**src/rtl/mem_store_pkg.sv**
```systemverilog
// Shared definitions for the narrowing store path: op encodings, FSM states
// and the legal range of the data-memory read latency.
package mem_store_pkg;

    typedef enum logic [1:0] {
        ST_SW  = 2'b00,
        ST_SH  = 2'b01,
        ST_SB  = 2'b10,
        ST_RSV = 2'b11
    } store_op_e;

    typedef enum logic [2:0] {
        StIdle,
        StRead,
        StWait,
        StWrite,
        StDone
    } store_state_e;

    localparam int unsigned MEM_LAT_MIN = 1;
    localparam int unsigned MEM_LAT_MAX = 4;

endpackage

```
**src/rtl/store_lane_merge.sv**
```systemverilog
// Combinational lane merge: inserts the narrowed store data into the word
// read back from memory (little-endian lanes).
module store_lane_merge
    import mem_store_pkg::*;
(
    input  store_op_e   op,
    input  logic [1:0]  offset,
    input  logic [31:0] wdata,
    input  logic [31:0] rdata,
    output logic [31:0] merged
);

    // Start from the read-back word and overwrite only the addressed lane(s).
    always_comb begin
        merged = rdata;
        case (op)
            ST_SW: merged = wdata;
            ST_SH: begin
                if (offset[1]) merged[31:16] = wdata[15:0];
                else           merged[15:0]  = wdata[15:0];
            end
            ST_SB: begin
                case (offset)
                    2'd0:    merged[7:0]   = wdata[7:0];
                    2'd1:    merged[15:8]  = wdata[7:0];
                    2'd2:    merged[23:16] = wdata[7:0];
                    default: merged[31:24] = wdata[7:0];
                endcase
            end
            default: merged = rdata;
        endcase
    end

endmodule

```
**src/rtl/store_merge_unit.sv**
```systemverilog
// Narrowing store unit for the multicycle MIPS datapath. SW writes directly;
// SH/SB read the word, merge the new lane and write it back.
// Optional feature: define STORE_MISALIGN_TRAP_EN to suppress misaligned
// SW/SH stores and flag them on misalign together with done.
module store_merge_unit
    import mem_store_pkg::*;
#(
    parameter int unsigned MEM_LAT = 1  // legal range MEM_LAT_MIN..MEM_LAT_MAX
) (
    input  logic        clk,
    input  logic        rst,
    input  logic        start,
    output logic        ready,
    input  logic [1:0]  op,
    input  logic [31:0] addr,
    input  logic [31:0] wdata,
    output logic        done,
    output logic        misalign,
    output logic [31:0] mem_addr,
    output logic        mem_re,
    input  logic [31:0] mem_rdata,
    output logic        mem_we,
    output logic [31:0] mem_wdata
);

    // Count value of the last WAIT cycle; the counter starts at 0 on entry.
    localparam logic [1:0] WaitLast = 2'(MEM_LAT - 1);

    store_state_e state_q, state_d;
    store_op_e    op_in, op_q;
    logic [31:0]  addr_q, wdata_q, rdata_q;
    logic [1:0]   cnt_q, cnt_d;
    logic         accept, trap;

    assign op_in  = store_op_e'(op);
    assign accept = start && (state_q == StIdle);

`ifdef STORE_MISALIGN_TRAP_EN
    logic mis_q;

    assign trap = ((op_in == ST_SW) && (addr[1:0] != 2'b00)) ||
                  ((op_in == ST_SH) && addr[0]);

    // Remember whether the accepted request was suppressed.
    always_ff @(posedge clk or posedge rst) begin
        if (rst)         mis_q <= 1'b0;
        else if (accept) mis_q <= trap;
    end

    assign misalign = (state_q == StDone) && mis_q;
`else
    assign trap     = 1'b0;
    assign misalign = 1'b0;
`endif

    // Next-state logic and WAIT cycle counter.
    always_comb begin
        state_d = state_q;
        cnt_d   = cnt_q;
        case (state_q)
            StIdle: begin
                if (start) begin
                    if ((op_in == ST_RSV) || trap) state_d = StDone;
                    else if (op_in == ST_SW)       state_d = StWrite;
                    else                           state_d = StRead;
                end
            end
            StRead: begin
                state_d = StWait;
                cnt_d   = 2'd0;
            end
            StWait: begin
                if (cnt_q == WaitLast) state_d = StWrite;
                else                   cnt_d   = cnt_q + 2'd1;
            end
            StWrite: state_d = StDone;
            StDone:  state_d = StIdle;
            default: state_d = StIdle;
        endcase
    end

    // State register; reset drops any in-flight access immediately.
    always_ff @(posedge clk or posedge rst) begin
        if (rst) begin
            state_q <= StIdle;
            cnt_q   <= 2'd0;
        end else begin
            state_q <= state_d;
            cnt_q   <= cnt_d;
        end
    end

    // Request latches, loaded only on acceptance so later input changes are ignored.
    always_ff @(posedge clk or posedge rst) begin
        if (rst) begin
            op_q    <= ST_SW;
            addr_q  <= 32'd0;
            wdata_q <= 32'd0;
        end else if (accept) begin
            op_q    <= op_in;
            addr_q  <= addr;
            wdata_q <= wdata;
        end
    end

    // Merge register: capture read data at the end of the last WAIT cycle.
    always_ff @(posedge clk or posedge rst) begin
        if (rst) begin
            rdata_q <= 32'd0;
        end else if ((state_q == StWait) && (cnt_q == WaitLast)) begin
            rdata_q <= mem_rdata;
        end
    end

    store_lane_merge u_merge (
        .op     (op_q),
        .offset (addr_q[1:0]),
        .wdata  (wdata_q),
        .rdata  (rdata_q),
        .merged (mem_wdata)
    );

    // Strobes decode straight from the state so they fall with an async reset.
    assign ready    = (state_q == StIdle);
    assign mem_re   = (state_q == StRead);
    assign mem_we   = (state_q == StWrite);
    assign done     = (state_q == StDone);
    // addr_q only changes on acceptance, so this holds its last value in IDLE.
    assign mem_addr = {addr_q[31:2], 2'b00};

endmodule
```
**config.mk**
```make
export PLATFORM = sky130hd
export DESIGN_NAME = store_merge_unit
export DESIGN_NICKNAME = d
export VERILOG_FILES = /design/src/rtl/mem_store_pkg.sv /design/src/rtl/store_lane_merge.sv /design/src/rtl/store_merge_unit.sv
export SDC_FILE = /design/constraint.sdc
export NUM_CORES = 1
export LEC_CHECK = 0
export CAP_MARGIN = 20
export CORE_ASPECT_RATIO = 0.8
export CORE_MARGIN = 2
export CORE_UTILIZATION = 47
export CTS_CLUSTER_SIZE = 40
export DETAILED_ROUTE_END_ITERATION = 6
export PLACE_DENSITY = 0.8
export SYNTH_ARGS = -nofsm -noshare
export SYNTH_HDL_FRONTEND = slang
export SYNTH_SLANG_ARGS = --single-unit
```
**constraint.sdc**
```tcl
create_clock -name clk -period 4.1 [get_ports clk]
set_clock_uncertainty 0.2 [all_clocks]
set_input_delay 0.615 -clock clk [delete_from_list [all_inputs] [get_ports clk]]
set_output_delay 0.615 -clock clk [all_outputs]
set_load 0.02 [all_outputs]
```
==> results.py, run 1 <==
metrics = {
    "floorplanning": {
        "core_sq_um": 10800,
        "die_width_microns": 122,
        "dieArea_sq_um": 11900,
        "die_h_microns": 98.1,
        "start_util_pct": 48.0,
        "io-pin-count": 170,
        "rows": 34,
    },
    "placed_design": {
        "dp_slack_ns": 0.893,
        "dp.cells": 643,
        "dp_hpwl_mm": 8.66,
        "gp_congestion": 0.752,
        "io_buffers": 166,
    },
    "global_routing": {
        "grtUsageTotal_pct": 20.8,
        "antenna_found_initial": 0,
        "grt_pass1_wl_mm": 19.3,
        "gr-total-overflow": 0,
        "grt_max_degree": 88,
        "grt_pass1_vias": 3694,
    },
    "sta": {
        "min_period_ns": 3.59,
        "timing.fmax_ghz": 0.278,
        "worstMarginPinSlew_ns": 1.06,
        "slew_headroom_pct": 29.3,
        "timing.final.crit_share_pct": 87.6,
        "tns_ns": 0,
        "finalWorstSetupSlack_ns": 0.507,
        "whs_ns": 0.290,
        "rsz0062_at_grt": "no",
        "finalHoldViolCount": 0,
        "setup_viol": 0,
        "drv_slew": 0,
    },
    "power_and_ir_drop": {
        "totalPowerFinal_mw": 6.48,
        "powerDensity_nw_per_um2": 926,
        "max-vdd-ir-drop_mv": 0.492,
        "p_leak_nw": 2.89,
    },
    "logic_synthesis": {
        "ys_seq_area_share_pct": 49.5,
        "synth-xor-area-share_pct": 0,
        "synthAdderAreaFrac_pct": 0.240,
        "synth_seq_cells": 103,
        "synthCells": 383,
        "yosysWarningCount": 0,
        "synth-compound-area-share_pct": 6.90,
        "syn_area_per_cell_sq_um": 13.6,
        "yosys_most_used_dff": "dfrtp_1",
        "synth-edff-count": 0,
        "synthSimpleGateAreaFrac_pct": 5.60,
        "synth_top_family_by_area": "multiplexers",
        "async_flop_share_pct": 100,
        "syn_area_sq_um": 5200,
        "muxShareOfSynthArea_pct": 28.5,
        "ys_types": 46,
    },
    "detailed_routing": {
        "antenna_left": 0,
        "drc_errors": 0,
        "viasPerCell": 5.25,
        "first_pass_iters": 4,
        "wire_per_inst_microns": 18.3,
        "wl_mm": 12.1,
        "via_count": 3463,
        "drtIter0Drc": 188,
    },
    "cells_and_area": {
        "seqCellArea_sq_um": 2580,
        "final_cells": 660,
        "diodes": 0,
        "fin_nets": 613,
        "final_common_cell": "clkdlybuf4s50_1",
        "multi_input_area_sq_um": 2170,
        "final_cell_mix": "166 x clkdlybuf4s50_1, 103 x dfrtp_1, 79 x mux2_2",
        "n_fill_cell": 832,
        "syn_to_final_growth_pct": 34.5,
        "layout-drive-gt1-share_pct": 27.1,
    },
    "worst_setup_path": {
        "reg2reg_depth": 3,
        "cp.required_ns": 3.28,
        "crit_end": "mem_wdata[23]",
        "rrSetupSlack_ns": 1.66,
        "startpoint_type": "flip-flop",
        "r2r-start": "state_q[1]$_DFFE_PP0P_",
        "timing.rr.end": "addr_q[23]$_DFFE_PP0P_",
        "critPathLaunch": "op_q[0]$_DFFE_PP0P_",
        "path_max_fanout": 20,
        "crit_arrival_ns": 2.78,
        "critical_path_class": "flip-flop to output pin",
        "cp-end-kind": "output pin",
    },
    "clocking": {
        "worstSkewPairLatency_ns": 0.34,
        "numCtsBuffers": 9,
        "clk_pin_slew_ns": 0.07,
        "cts_tree": "done",
        "cts.sinks": 103,
        "cts_hold_buf": 0,
        "postCtsSetupBuffers": 0,
        "clk_path_buf_depth": 2,
        "cts-root-buf": "clkbuf_16",
        "cts-htree-levels": 3,
        "cts_resized": 0,
    },
    "run": {
        "cap_violations": 0,
    },
    "hold_path": {
        "min_path_cells": 1,
        "hp-class": "flip-flop to flip-flop",
    },
    "status": {
        "status": "completed",
    },
}
## cell type report
type	instances	area share, %
clock buffers	10	3.41
clock inverters	6	1.34
inverters	4	0.250
multi-input cells	222	31.1
flip-flops and latches	103	36.8
well taps	144	2.57
repair buffers	171	24.6
## synth_stat cells, types with 4 or more instances
cell type | number | area, sq um
mux2_4 | 30 | 450
buf_2 | 5 | 25.0
a21oi_1 | 9 | 45.0
a221o_1 | 8 | 80.1
inv_1 | 4 | 15.0
mux2_2 | 79 | 890
buf_4 | 40 | 300
nor3b_1 | 4 | 30.0
nand2b_1 | 6 | 37.5
o21ai_0 | 17 | 85.1
and3_1 | 8 | 50.1
mux2_1 | 12 | 135
dfrtp_1 | 103 | 2580
a22oi_1 | 7 | 52.6
## cells by family after synthesis
family                     Yosys count
buffers and inverters               60
DFF                                103
AOI/OAI and AO/OA                   53
muxes                              122
and+or+nand+nor                     43
adders and majority gates            1
other                                1
## per-layer routing
layer | GRT usage (%) | wire length [microns] | up-vias | share of wire [%]
li1 | - | - | 1599 | -
met2 | 34.7 | 5900 | 101 | 49
met3 | 5.55 | 797 | 12 | 6.6
met1 | 27.0 | 5230 | 1751 | 43
met4 | 5.57 | 150 | 0 | 1.2
met5 | 0 | 0 | - | 0
## through the flow
stage          utilization, %  cell area (sq um)
3_5_place_dp             61.2               6640
3_3_place_gp             61.2               6640
4_1_cts                  64.3               6970
6_report                 64.5               7000
5_1_grt                  64.5               7000
2_1_floorplan               -               5210
## critical path: stages, from the launching register on
cell             delay, ns
dfrtp_1               0.59
nor2_2                0.46
buf_4                 0.25
mux2_1                0.32
mux2_2                0.28
clkdlybuf4s50_1       0.54
## flip-flops by register name, indices dropped and copies added, names as in the netlist
| name | cells |
|---|---|
| addr_q | 32 |
| rdata_q | 32 |
| wdata_q | 32 |
| state_q | 3 |
| cnt_q | 2 |
| op_q | 2 |
## worst min-delay path by stage
stage / start / endpoint / slack (ns)
after floorplan: rdata_q[1]$_DFFE_PP0P_ / rdata_q[1]$_DFFE_PP0P_ / 0.25
after global placement: rdata_q[1]$_DFFE_PP0P_ / rdata_q[1]$_DFFE_PP0P_ / 0.26
after detailed placement: rdata_q[29]$_DFFE_PP0P_ / rdata_q[29]$_DFFE_PP0P_ / 0.28
after CTS: rdata_q[29]$_DFFE_PP0P_ / rdata_q[29]$_DFFE_PP0P_ / 0.30
after global routing: rdata_q[9]$_DFFE_PP0P_ / rdata_q[9]$_DFFE_PP0P_ / 0.32
final: rdata_q[29]$_DFFE_PP0P_ / rdata_q[29]$_DFFE_PP0P_ / 0.29
## power breakdown
group	total (mW)	leakage [nW]	internal, mW	switching, mW
Sequential	2.00	1.22	1.53	0.462
Clock	0.932	0.159	0.555	0.377
Combinational	3.55	1.51	1.99	1.56
Total	6.48	2.89	4.08	2.40
Note: power is estimated with default switching activity, not from simulation.
==> inputs of run 2 (changes only) <==
--- a/config.mk
+++ b/config.mk
@@ -7,11 +7,11 @@
 export LEC_CHECK = 0
 export CAP_MARGIN = 20
 export CORE_ASPECT_RATIO = 0.8
-export CORE_MARGIN = 2
 export CORE_UTILIZATION = 47
 export CTS_CLUSTER_SIZE = 40
 export DETAILED_ROUTE_END_ITERATION = 6
-export PLACE_DENSITY = 0.8
+export PLACE_DENSITY = 0.82
+export SLEW_MARGIN = 5
 export SYNTH_ARGS = -nofsm -noshare
 export SYNTH_HDL_FRONTEND = slang
 export SYNTH_SLANG_ARGS = --single-unit
==> run 2 against run 1 <==
  * Count of clock-buffer cells in the layout rose by 1
  * Hold slack worse by 0.0017 ns
  * Sequential share of layout area is 0.17 points higher
  * Setup slack improved by 0.12 ns
  * Design area is 0.46% lower
  * Via count increased by 0.29%
  * Core utilization up 1.9 points
  * Fmax grew 3.5%
  * Wire length grew 2.2%
  * Flip-flop and latch count unchanged
  * First-iteration DRC count is 3.7% higher
  * Largest cell class unchanged
  * Largest power group unchanged
  * Highest routed layer unchanged
==> results.py, run 2 (synthesized netlist as in run 1, its figures left out) <==
metrics = {
    "cells_and_area": {
        "n_fill_cell": 810,
        "final_common_cell": "clkdlybuf4s50_1",
        "seqCellArea_sq_um": 2580,
        "fin_nets": 612,
        "multi_input_area_sq_um": 2170,
        "final_cell_mix": "166 x clkdlybuf4s50_1, 103 x dfrtp_1, 79 x mux2_2",
        "layout-drive-gt1-share_pct": 27.0,
        "reg.largest.list": "addr_q x32, rdata_q x32, wdata_q x32",
        "syn_to_final_growth_pct": 33.9,
        "diodes": 0,
        "fin_area_sq_um": 6970,
    },
    "status": {
        "status": "completed",
    },
    "worst_setup_path": {
        "crit_arrival_ns": 2.66,
        "crit_path_top_delay_cell": "dfrtp_1",
        "cp-end-kind": "output pin",
        "path_max_fanout": 20,
        "cp_cell_sequence": "a21oi_2 > nor2_2 > mux2_2 > clkdlybuf4s50_1",
        "cp.required_ns": 3.28,
        "path_buf_inv": 1,
        "startpoint_type": "flip-flop",
        "cp_slowest_stage_delay_ns": 0.69,
        "path_delay_family": "flip-flops",
        "critical_path_class": "flip-flop to output pin",
    },
    "clocking": {
        "worstSkewPairLatency_ns": 0.34,
        "cts_hold_buf": 0,
        "numCtsBuffers": 9,
        "clk_pin_slew_ns": 0.07,
        "cts-htree-levels": 3,
        "cts_resized": 0,
        "clk_path_buf_depth": 2,
        "cts_tree": "done",
        "cts.sinks": 103,
        "postCtsSetupBuffers": 0,
        "cts-root-buf": "clkbuf_16",
    },
    "floorplanning": {
        "start_util_pct": 49.6,
        "io-pin-count": 170,
        "die_width_microns": 120,
        "dieArea_sq_um": 11500,
        "die_h_microns": 96.1,
        "core_sq_um": 10500,
        "rows": 33,
    },
    "detailed_routing": {
        "wire_per_inst_microns": 18.8,
        "viasPerCell": 5.30,
        "wl_mm": 12.3,
        "via_count": 3473,
        "drc_errors": 0,
        "antenna_left": 0,
        "drtIter0Drc": 195,
        "first_pass_iters": 4,
    },
    "placed_design": {
        "gp_congestion": 0.787,
        "dp_slack_ns": 0.991,
        "post_dp_cell_area_sq_um": 6640,
        "io_buffers": 166,
        "dp_hpwl_mm": 8.89,
    },
    "global_routing": {
        "gr-total-overflow": 0,
        "grtUsageTotal_pct": 22.4,
        "grt_max_degree": 67,
        "grt_pass1_wl_mm": 19.3,
        "antenna_found_initial": 0,
        "grt_pass1_vias": 3579,
    },
    "power_and_ir_drop": {
        "max-vdd-ir-drop_mv": 0.517,
        "p_leak_nw": 2.87,
        "powerDensity_nw_per_um2": 932,
    },
    "hold_path": {
        "hp-class": "flip-flop to flip-flop",
    },
    "sta": {
        "tns_ns": 0,
        "timing.final.crit_share_pct": 84.7,
        "finalWorstSetupSlack_ns": 0.628,
        "drv_slew": 0,
        "worstMarginPinSlew_ns": 1.07,
        "timing.fmax_ghz": 0.288,
        "min_period_ns": 3.47,
        "setup_viol": 0,
        "whs_ns": 0.288,
        "finalHoldViolCount": 0,
        "slew_headroom_pct": 28.9,
        "rsz0062_at_grt": "no",
    },
    "run": {
        "cap_violations": 0,
    },
}
==> run 2: cell count changes in the layout (fill, tap and decap cells not counted) <==
cell        previous run  this run
clkinv_4               3         0
buf_16                 1         0
clkinvlp_4             1         2
clkbuf_8               1         2
clkinv_2               0         1
==> run 2: area by class of cell <==
cell class | instances | area share [%]
sequential | 103 | 37.0
clock inverter | 5 | 1.15
tap | 140 | 2.51
inverter | 4 | 0.251
multi-input combinational | 222 | 31.2
timing repair buffer | 170 | 24.3
clock buffer | 11 | 3.63
==> run 2: routing by layer <==
| layer | track usage (%) | up-vias | wire [microns] |
|---|---|---|---|
| li1 | - | 1597 | - |
| met4 | 4.90 | 0 | 102 |
| met1 | 28.8 | 1747 | 5120 |
| met2 | 38.1 | 123 | 6060 |
| met5 | 0 | - | 0 |
| met3 | 6.28 | 6 | 1050 |
==> run 2: worst register-to-register path, delay by kind of cell, from the launching register on <==
| family | cells | cell delay [ns] |
|---|---|---|
| flip-flops | 1 | 0.52 |
| AND/OR/NAND/NOR | 2 | 1.16 |
| multiplexers | 1 | 0.45 |
==> run 2: power breakdown <==
group / internal, mW / switching, mW
Sequential: 1.54 / 0.469
Combinational: 1.99 / 1.57
Clock: 0.567 / 0.368
Total: 4.09 / 2.41
==> run 2: path summary, 6_finish.rpt <==
path | startpoint | to | slack, ns | depth (start not counted)
worst max-delay path | op_q[0]$_DFFE_PP0P_ | mem_wdata[1] | 0.63 | 4
worst min-delay path | rdata_q[1]$_DFFE_PP0P_ | rdata_q[1]$_DFFE_PP0P_ | 0.29 | 1
worst max register to register | state_q[1]$_DFFE_PP0P_ | addr_q[21]$_DFFE_PP0P_ | 1.65 | 3
max in group asynchronous | rst | addr_q[22]$_DFFE_PP0P_ | 2.41 | 3
min in group asynchronous | rst | addr_q[7]$_DFFE_PP0P_ | 0.49 | 2
worst min register to register | rdata_q[1]$_DFFE_PP0P_ | rdata_q[1]$_DFFE_PP0P_ | 0.29 | 1
==> run 2: per-stage QoR <==
| step | util (%) | instances | power (mW) |
|---|---|---|---|
| after floorplan | - | 385 | 4.44 |
| after global placement | 63.3 | 639 | 5.49 |
| after detailed placement | 63.3 | 639 | 5.60 |
| after CTS | 66.5 | 655 | 6.56 |
| after global routing | 66.5 | 655 | 6.85 |
| final | 66.5 | 655 | 6.50 |
==> inputs of run 3 (changes only) <==
==> constraint.sdc (replaced) <==
create_clock -name clk -period 3.2 [get_ports clk]
set_clock_uncertainty 0.2 [all_clocks]
set_input_delay 0.48 -clock clk [delete_from_list [all_inputs] [get_ports clk]]
set_output_delay 0.48 -clock clk [all_outputs]
set_load 0.02 [all_outputs]
==> run 3 against run 2 <==
  * Core utilization increased by 0.69 points
  * Critical path type unchanged
  * Critical path depth unchanged
  * Setup slack got worse by 0.56 ns
  * Sequential share of layout area decreased by 0.38 points
  * Flip-flop and latch count unchanged
  * Global-route usage increased by 0.18 points
  * Highest routed layer unchanged
  * Register-to-register slack got worse by 0.62 ns
  * Combinational power increased by 31%
==> results.py, run 3 (synthesized netlist as in run 1, its figures left out) <==
metrics = {
    "cells_and_area": {
        "final_common_cell": "clkdlybuf4s50_1",
        "diodes": 0,
        "syn_to_final_growth_pct": 35.3,
        "fin_nets": 619,
        "seqCellArea_sq_um": 2580,
        "multi_input_area_sq_um": 2190,
        "utilization_pct": 67.1,
        "reg.largest.list": "addr_q x32, rdata_q x32, wdata_q x32",
        "final_cell_mix": "161 x clkdlybuf4s50_1, 103 x dfrtp_1, 79 x mux2_2",
        "layout-drive-gt1-share_pct": 28.0,
        "n_fill_cell": 818,
    },
    "power_and_ir_drop": {
        "p_sw_mw": 3.13,
        "power_report.internal_total_mw": 5.17,
        "powerDensity_nw_per_um2": 1180,
        "power.switching_fraction_pct": 37.7,
        "p_seq_share_pct": 30.2,
        "p_clk_share_pct": 13.4,
        "max-vdd-ir-drop_mv": 0.564,
        "p_leak_nw": 2.95,
        "combPwrFrac_pct": 56.4,
    },
    "detailed_routing": {
        "antenna_left": 0,
        "first_pass_iters": 4,
        "viasPerCell": 5.22,
        "drtIter0Drc": 140,
        "wl_mm": 12.4,
        "via_count": 3457,
        "drc_errors": 0,
        "wire_per_inst_microns": 18.8,
    },
    "clocking": {
        "clk_pin_slew_ns": 0.07,
        "clk_path_buf_depth": 2,
        "cts.sinks": 103,
        "cts_tree": "done",
        "worstSkewPairLatency_ns": 0.35,
        "numCtsBuffers": 9,
        "cts_hold_buf": 0,
        "cts-root-buf": "clkbuf_16",
        "cts-htree-levels": 3,
    },
    "worst_setup_path": {
        "reg2reg_depth": 5,
        "crit_path_top_delay_cell": "clkdlybuf4s50_1",
        "path_max_fanout": 9,
        "cp_cell_sequence": "or3b_1 > and3_1 > a221o_1 > clkdlybuf4s50_1",
        "worstSetupPathDepth": 4,
        "crit_arrival_ns": 2.45,
        "path_buf_inv": 1,
        "cp_slowest_stage_delay_ns": 0.58,
        "critical_path_class": "flip-flop to output pin",
        "cp-end-kind": "output pin",
        "startpoint_type": "flip-flop",
        "cp.required_ns": 2.52,
        "path_delay_family": "simple AND/OR/NAND/NOR gates",
    },
    "sta": {
        "tns_ns": 0,
        "rsz0062_at_grt": "no",
        "drv_slew": 0,
        "min_period_ns": 3.13,
        "setup_viol": 0,
        "timing.final.crit_share_pct": 97.8,
        "timing.fmax_ghz": 0.320,
        "finalHoldViolCount": 0,
    },
    "global_routing": {
        "grt_pass1_vias": 3659,
        "grtUsageTotal_pct": 22.6,
        "antenna_found_initial": 0,
        "gr-total-overflow": 0,
        "grt_max_degree": 37,
        "grt_pass1_wl_mm": 19.6,
    },
    "floorplanning": {
        "core_sq_um": 10500,
        "io-pin-count": 170,
        "start_util_pct": 49.6,
        "die_h_microns": 96.1,
        "die_width_microns": 120,
        "dieArea_sq_um": 11500,
        "rows": 33,
    },
    "status": {
        "status": "completed",
    },
    "run": {
        "cap_violations": 0,
    },
    "placed_design": {
        "io_buffers": 166,
        "gp_congestion": 0.764,
        "dp_hpwl_mm": 9.16,
    },
    "hold_path": {
        "hp-class": "input pin to asynchronous set/reset pin",
    },
}
[run 3: cell types whose count changed in the layout (fill, tap and decap cells not counted), sizes merged]
cell	delta
clkinv	+1
clkbuf	-1
inv	+1
clkdlybuf4s50	-5
buf	+7
bufinv	-1
dlymetal6s2s	+5
[run 3: worst paths after layout]
check	start	to	slack, ns
max reg2reg	cnt_q[0]$_DFFE_PP0P_	rdata_q[25]$_DFFE_PP0P_	1.03
max	op_q[0]$_DFFE_PP0P_	mem_wdata[15]	0.07
max in group asynchronous	rst	rdata_q[3]$_DFFE_PP0P_	1.89
min	rst	addr_q[30]$_DFFE_PP0P_	0.24
min reg2reg	rdata_q[1]$_DFFE_PP0P_	rdata_q[1]$_DFFE_PP0P_	0.29
min in group clk	rdata_q[1]$_DFFE_PP0P_	rdata_q[1]$_DFFE_PP0P_	0.29
[run 3: metal layers]
metal / vias to the layer above / GRT usage (%) / part of all wire, %
met2: 108 / 38.6 / 49
met1: 1728 / 28.1 / 44
met3: 13 / 6.93 / 5.8
met5: - / 0 / 0
li1: 1608 / - / -
met4: 0 / 5.94 / 1.2
[run 3: worst reg2reg max path: cells and delay by family, from the launching register on]
| kind | cells | cell delay (ns) |
|---|---|---|
| mux | 1 | 0.41 |
| buf+inv | 2 | 0.54 |
| fa+ha+maj | 1 | 0.21 |
| simple gates | 1 | 0.29 |
| flops | 1 | 0.39 |
[run 3: through the flow]
| stage | power [mW] | instance area, sq um | worst slack (ns) | cells | hold WS, ns |
|---|---|---|---|---|---|
| floorplan | 5.69 | 5220 | 0.930 | 385 | 0.252 |
| global placement | 7.08 | 6720 | 0.456 | 646 | 0.264 |
| detailed placement | 7.22 | 6720 | 0.361 | 646 | 0.281 |
| CTS | 8.37 | 7020 | 0.0337 | 662 | 0.247 |
| global route | 8.76 | 7040 | 0.000848 | 662 | 0.260 |
| finish | 8.30 | 7040 | 0.0712 | 662 | 0.245 |
[run 3: cell type report]
class                   count  area share (%)
clock buffers              10            3.25
clock inverters             6           0.977
inverters                   4           0.267
multi-input cells         222            31.1
flip-flops and latches    103            36.6
well taps                 140            2.49
repair buffers            177            25.4
[run 3: power groups by stage]
stage / clock network (mW) / logic (mW) / registers (mW)
floorplan: 0 / 3.45 / 2.25
global placement: 0 / 4.60 / 2.48
detailed placement: 0 / 4.70 / 2.52
CTS: 1.13 / 4.73 / 2.50
global route: 1.18 / 4.97 / 2.61
finish: 1.11 / 4.68 / 2.51
[run 3: repair_timing]
item,4_1_cts,5_1_grt
resized for setup,1,7
buffers inserted,0,0
endpoints found under the setup margin,8,8
